$ cat config.mk
export PLATFORM = sky130hd
export DESIGN_NAME = nrzi_unstuff_rx
export DESIGN_NICKNAME = d
export VERILOG_FILES = /design/src/rtl/nrzi_unstuff_rx.sv
export SDC_FILE = /design/constraint.sdc
export NUM_CORES = 1
export LEC_CHECK = 0
export ABC_CLOCK_PERIOD_IN_PS = 2400
export CAP_MARGIN = 10
export CORE_MARGIN = 2
export CORE_UTILIZATION = 55
export CTS_CLUSTER_DIAMETER = 200
export DETAILED_ROUTE_END_ITERATION = 12
export DONT_BUFFER_PORTS = 1
export GPL_TIMING_DRIVEN = 0
export HOLD_SLACK_MARGIN = 0.06
export PLACE_DENSITY = 0.7
export SETUP_SLACK_MARGIN = 0.1
export SLEW_MARGIN = 20
export SYNTH_ARGS = -nofsm -noshare
export SYNTH_HDL_FRONTEND = slang
export SYNTH_SLANG_ARGS = --single-unit
export TNS_END_PERCENT = 30
$ cat constraint.sdc
create_clock -name clk -period 2.4 [get_ports clk]
set_input_delay 0.48 -clock clk [delete_from_list [all_inputs] [get_ports clk]]
set_output_delay 0.48 -clock clk [all_outputs]
set_load 0.01 [all_outputs]
$ cat src/rtl/nrzi_unstuff_rx.sv
// nrzi_unstuff_rx: NRZI decode, bit unstuffing and WIDTH-bit deserialisation for the USB receive path.
// Optional build macro NRZI_STUFF_CHECK_EN: flag a stuff violation on stuff_err and drop the frame.
module nrzi_unstuff_rx #(
    parameter int unsigned WIDTH      = 8,
    parameter int unsigned STUFF_LEN  = 6,
    parameter logic        IDLE_LEVEL = 1'b1
) (
    input  logic             clk,
    input  logic             rst_n,
    input  logic             abort,
    input  logic             s_in,
    input  logic             start,
    input  logic             stop,
    output logic [WIDTH-1:0] out_data,
    output logic             out_valid,
    input  logic             out_ready,
    output logic             rx_idle,
    output logic             end_pulse,
    output logic             align_err,
    output logic             overrun,
    output logic             stuff_err
);

    localparam int unsigned BIT_W  = $clog2(WIDTH);
    localparam int unsigned ONES_W = $clog2(STUFF_LEN + 1);
    localparam logic [BIT_W-1:0]  LAST_BIT = BIT_W'(WIDTH - 1);
    localparam logic [ONES_W-1:0] ONES_MAX = ONES_W'(STUFF_LEN);

    localparam logic [1:0] S_IDLE   = 2'd0;
    localparam logic [1:0] S_ARMED  = 2'd1;
    localparam logic [1:0] S_DECODE = 2'd2;

    logic [1:0]        r_state,     w_state_nxt;
    logic              r_prev,      w_prev_nxt;
    logic [ONES_W-1:0] r_ones,      w_ones_nxt;
    logic [BIT_W-1:0]  r_bit_cnt,   w_bit_nxt;
    logic [WIDTH-1:0]  r_shift,     w_shift_nxt;
    logic [WIDTH-1:0]  r_out_data,  w_data_nxt;
    logic              r_out_valid, w_valid_nxt;
    logic              r_rx_idle;
    logic              r_end,       w_end_nxt;
    logic              r_align,     w_align_nxt;
    logic              r_ovr,       w_ovr_nxt;
    logic              r_stuff,     w_stuff_nxt;
    logic              w_d;
    logic              w_accept;
    logic [WIDTH-1:0]  w_word;

    // A line level held across a bit time decodes as 1, a transition as 0
    assign w_d = ~(r_prev ^ s_in);

    always_comb begin
        w_state_nxt        = r_state;
        w_prev_nxt         = s_in;
        w_ones_nxt         = r_ones;
        w_bit_nxt          = r_bit_cnt;
        w_shift_nxt        = r_shift;
        w_data_nxt         = r_out_data;
        w_valid_nxt        = r_out_valid & ~out_ready;
        w_end_nxt          = 1'b0;
        w_align_nxt        = 1'b0;
        w_ovr_nxt          = 1'b0;
        w_stuff_nxt        = 1'b0;
        w_accept           = 1'b0;
        w_word             = r_shift;
        w_word[r_bit_cnt]  = w_d;

        if (abort) begin
            w_state_nxt = S_IDLE;
            w_prev_nxt  = IDLE_LEVEL;
            w_ones_nxt  = '0;
            w_bit_nxt   = '0;
            w_shift_nxt = '0;
            w_valid_nxt = 1'b0;
        end else begin
            case (r_state)
                S_IDLE: begin
                    if (start) begin
                        w_state_nxt = S_ARMED;
                    end
                end
                S_ARMED: begin
                    w_state_nxt = S_DECODE;
                end
                S_DECODE: begin
                    if (stop) begin
                        w_state_nxt = S_IDLE;
                        w_end_nxt   = 1'b1;
                        w_align_nxt = (r_bit_cnt != '0);
                        w_prev_nxt  = IDLE_LEVEL;
                        w_ones_nxt  = '0;
                        w_bit_nxt   = '0;
                        w_shift_nxt = '0;
                    end else if (!w_d) begin
                        w_accept   = (r_ones != ONES_MAX);
                        w_ones_nxt = '0;
                    end else if (r_ones != ONES_MAX) begin
                        w_accept   = 1'b1;
                        w_ones_nxt = r_ones + ONES_W'(1);
                    end else begin
`ifdef NRZI_STUFF_CHECK_EN
                        w_stuff_nxt = 1'b1;
                        w_state_nxt = S_IDLE;
                        w_prev_nxt  = IDLE_LEVEL;
                        w_ones_nxt  = '0;
                        w_bit_nxt   = '0;
                        w_shift_nxt = '0;
`else
                        // Violating 1 kept as data; ones_cnt stays saturated so the next 0 is dropped
                        w_accept = 1'b1;
`endif
                    end
                end
                default: begin
                    w_state_nxt = S_IDLE;
                end
            endcase
        end

        if (w_accept) begin
            if (r_bit_cnt == LAST_BIT) begin
                w_bit_nxt   = '0;
                w_shift_nxt = '0;
                if (!r_out_valid || out_ready) begin
                    w_data_nxt  = w_word;
                    w_valid_nxt = 1'b1;
                end else begin
                    w_ovr_nxt = 1'b1;
                end
            end else begin
                w_bit_nxt   = r_bit_cnt + BIT_W'(1);
                w_shift_nxt = w_word;
            end
        end
    end

    always_ff @(posedge clk or negedge rst_n) begin
        if (!rst_n) begin
            r_state     <= S_IDLE;
            r_prev      <= IDLE_LEVEL;
            r_ones      <= '0;
            r_bit_cnt   <= '0;
            r_shift     <= '0;
            r_out_data  <= '0;
            r_out_valid <= 1'b0;
            r_rx_idle   <= 1'b1;
            r_end       <= 1'b0;
            r_align     <= 1'b0;
            r_ovr       <= 1'b0;
            r_stuff     <= 1'b0;
        end else begin
            r_state     <= w_state_nxt;
            r_prev      <= w_prev_nxt;
            r_ones      <= w_ones_nxt;
            r_bit_cnt   <= w_bit_nxt;
            r_shift     <= w_shift_nxt;
            r_out_data  <= w_data_nxt;
            r_out_valid <= w_valid_nxt;
            r_rx_idle   <= (w_state_nxt == S_IDLE);
            r_end       <= w_end_nxt;
            r_align     <= w_align_nxt;
            r_ovr       <= w_ovr_nxt;
            r_stuff     <= w_stuff_nxt;
        end
    end

    assign out_data  = r_out_data;
    assign out_valid = r_out_valid;
    assign rx_idle   = r_rx_idle;
    assign end_pulse = r_end;
    assign align_err = r_align;
    assign overrun   = r_ovr;
    assign stuff_err = r_stuff;

endmodule

==> out/results.ini <==
[timing]
fmax_mhz = 514
period_share = 0.811
worstMarginPinSlew_ps = 606
tns_ps = 0
finalHoldViolations = 0
finClkSkew_ps = 9.89
setup_viol = 0
finalCriticalPeriod_ps = 1950
final_max_slew_viol_count = 0
rsz0062_at_grt = false
relSlewSlack = 0.595

[floorplan]
fp.dieW_um = 56.0
die_y_um = 56.0
ios = 21
start_util = 0.590
die_area_mm2 = 0.00314
core_area_mm2 = 0.00252
row_count = 18

[final_layout]
multi_input_area_um2 = 653
mostFrequentLayoutCell = dfrtp_1
final_cell_mix = dfrtp_1, mux2i_1, inv_1
antenna_cells = 0
area_growth_pct = 9.83
n_fill_cell = 205
num-nets-final = 153
regArea_um2 = 753
drive_gt1_frac = 0.148
final_cells = 172

[worst_setup_path]
critPathMaxStageDelay_ps = 570
crit_arrival_ps = 2210
crit_type = flop to flop
cp_slowest_cell = or4b_4
r2r_start = r_state[0]
r2r-end = out_data[7]
crit_path_max_fanout = 5
crit_required_ps = 2660
r2r_cells = 4
cp-end-kind = flop
cp-start-kind = flop
crit_chain = or4b_4, a2111oi_4, buf_4, mux2i_1
rrSetupSlack_ps = 450

[clock_tree]
cts_resized = 0
cts_tree = yes
cts_buffers = 5
worstSkewPairLatency_ps = 330
clock-sinks = 30
clockBufferDepth = 2
htreeDepth = 2
root_buffer = clkbuf_4
cts.reportedPaths.clkPinSlew_ps = 100

[placement]
dp.cells = 160
hpwl_um = 1780
port_buffers = 0
gp_congestion = 0.864

[detailed_routing]
routed-via-count = 1001
avgViaCountPerCell = 5.82
wl_per_cell_um = 14.6
drt_iter0_markers = 23
drt-total-wl_um = 2510
postRouteAntennaNets = 0
first_pass_iters = 4
drcViolationCount = 0

[grt]
grt_pass1_wl_um = 4510
gr-usage-all-layers = 0.189
grt_antenna_before_repair = 0
grt_pass1_vias = 1013
grt_max_degree = 31
grt-ovfl-total = 0

[yosys]
syn_area_mm2 = 0.00149
synth-seq-cells = 30
synth_cell_types = 40
yosysWarnings = 0
synth_cells = 130
syn_area_per_cell_um2 = 11.5
synth_fp_nets = 142
yosysSeqAreaShare = 0.506

[power]
clock_power_share = 0.350
peakVddDrop_uv = 468
switchingPower_w = 0.000225
intPower_w = 0.000679
seq_power_share = 0.577
power_leakage_nw = 0.756
p_comb_frac = 0.073
p_sw_frac = 0.249
powerDensity_mw_per_mm2 = 553

[flow_run]
max_cap_viol_count = 0

[min_path]
hold_path_class = primary input to flop
min_to = r_prev
hold_path_depth = 2
min-delay-start = s_in

[outcome]
status = finished clean

==> per-layer routing <==
metal  track usage  wire length, µm  up-vias  part of all wire
met5             0                0        -                 0
met4         0.105               52        0             0.021
met3        0.0581              116        7             0.046
met2         0.279             1140       24              0.45
met1         0.247             1200      492              0.48
li1              -                -      478                 -
==> critical path, delay by kind of cell, from the launching register on <==
kind	cells	cell delay (ps)
AND/OR/NAND/NOR	1	570
AO/OA/AOI/OAI	1	450
flip-flops	1	420
buffers and inverters	1	240
multiplexers	1	190
==> power groups by stage <==
| stage | Combinational, W | Sequential, W | Clock, W |
|---|---|---|---|
| finish | 0.0000664 | 0.000522 | 0.000316 |
| detailed placement | 0.0000528 | 0.000531 | 0 |
| global route | 0.0000774 | 0.000523 | 0.000346 |
| CTS | 0.0000680 | 0.000521 | 0.000327 |
| global placement | 0.0000516 | 0.000531 | 0 |
| floorplan | 0.0000420 | 0.000530 | 0 |
==> state kept, by name, summed over array words and instances, names as in the netlist, 2 cells and up <==
signal and count:
out_data 8, r_shift 8, r_bit_cnt 3, r_state 2, r_ones 3
==> how the worst max path moves through the flow <==
stage,start,end,slack (ps),cells past startpoint
2_1_floorplan,abort,out_data[4],220,3
3_3_place_gp,abort,out_data[4],20,3
3_5_place_dp,abort,out_data[4],1,3
4_1_cts,r_state[0],out_data[0],460,4
5_1_grt,r_ones[0],out_data[6],370,7
6_report,r_state[0],out_data[7],450,4
==> cells in the mapped netlist <==
cell       number  area share
xnor2_1         1      0.0059
nand3_1         1      0.0034
mux2_2          1      0.0076
a211o_1         1      0.0059
xor2_1          1      0.0059
or2_2           2      0.0084
dfstp_2         2       0.035
and2_1          1      0.0042
clkbuf_1        6       0.015
nand2b_1        1      0.0042
a22o_1          2       0.012
o32ai_1         2       0.012
and3_1          1      0.0042
or4b_4          1      0.0092
mux2i_1        14       0.094
or3b_2          1      0.0059
o2111ai_1       1      0.0059
nor4b_1         1      0.0059
a32o_1          2       0.013
buf_1           1      0.0025
dfrtp_1        28        0.47
a2111oi_0       1      0.0059
a2111oi_4       1       0.018
nor2b_1         3       0.013
o21ai_0         1      0.0034
nor3b_1         3       0.015
ha_1            5       0.042
mux2_4          1       0.010
nor2_1          6       0.015
a22oi_1         1      0.0050
nand3b_1        3       0.015
o2bb2ai_1       8       0.047
a21o_1          2       0.010
a21oi_1         2      0.0067
nor3_1          2      0.0067
buf_4           1      0.0050
o211ai_1        1      0.0050
conb_1          1      0.0025
inv_1          13       0.033
nand2_1         4       0.010
==> metrics by stage <==
step / setup slack, ps / power, W / utilization / hold WS [ps] / cell area, µm²
global placement: 20.5 / 0.000583 / 0.605 / 185 / 1530
global route: 367 / 0.000946 / 0.648 / 245 / 1640
floorplan: 222 / 0.000572 / - / 184 / 1490
finish: 453 / 0.000904 / 0.648 / 263 / 1640
detailed placement: 1.34 / 0.000584 / 0.605 / 185 / 1530
CTS: 464 / 0.000916 / 0.648 / 249 / 1640
==> cells by family (layout without fill, tap and decap cells) <==
| group | count (synthesis) | in the layout | synth area share |
|---|---|---|---|
| AO/OA/AOI/OAI | 25 | 25 | 0.150 |
| XOR/XNOR | 2 | 2 | 0.0118 |
| flip-flops | 30 | 30 | 0.506 |
| multiplexers | 16 | 16 | 0.112 |
| adder cells (fa/ha/maj) | 5 | 5 | 0.0420 |
| AND/OR/NAND/NOR | 30 | 30 | 0.120 |
| buffers and inverters | 21 | 33 | 0.0555 |
| other | 1 | 1 | 0.00252 |
==> layout make-up <==
class / instances / area share
clock inverter: 2 / 0.00765
tap: 30 / 0.0230
clock buffer: 6 / 0.0314
sequential: 30 / 0.461
timing repair buffer: 4 / 0.0275
multi-input combinational: 79 / 0.399
buffer: 8 / 0.0207
inverter: 13 / 0.0298
==> what timing repair did <==
item	CTS	global route
hold buffers	2	0
endpoints found under the setup margin	1	0
endpoints found under the hold margin	30	0
buffers inserted	2	0
Note: power is estimated with default switching activity, not from simulation.
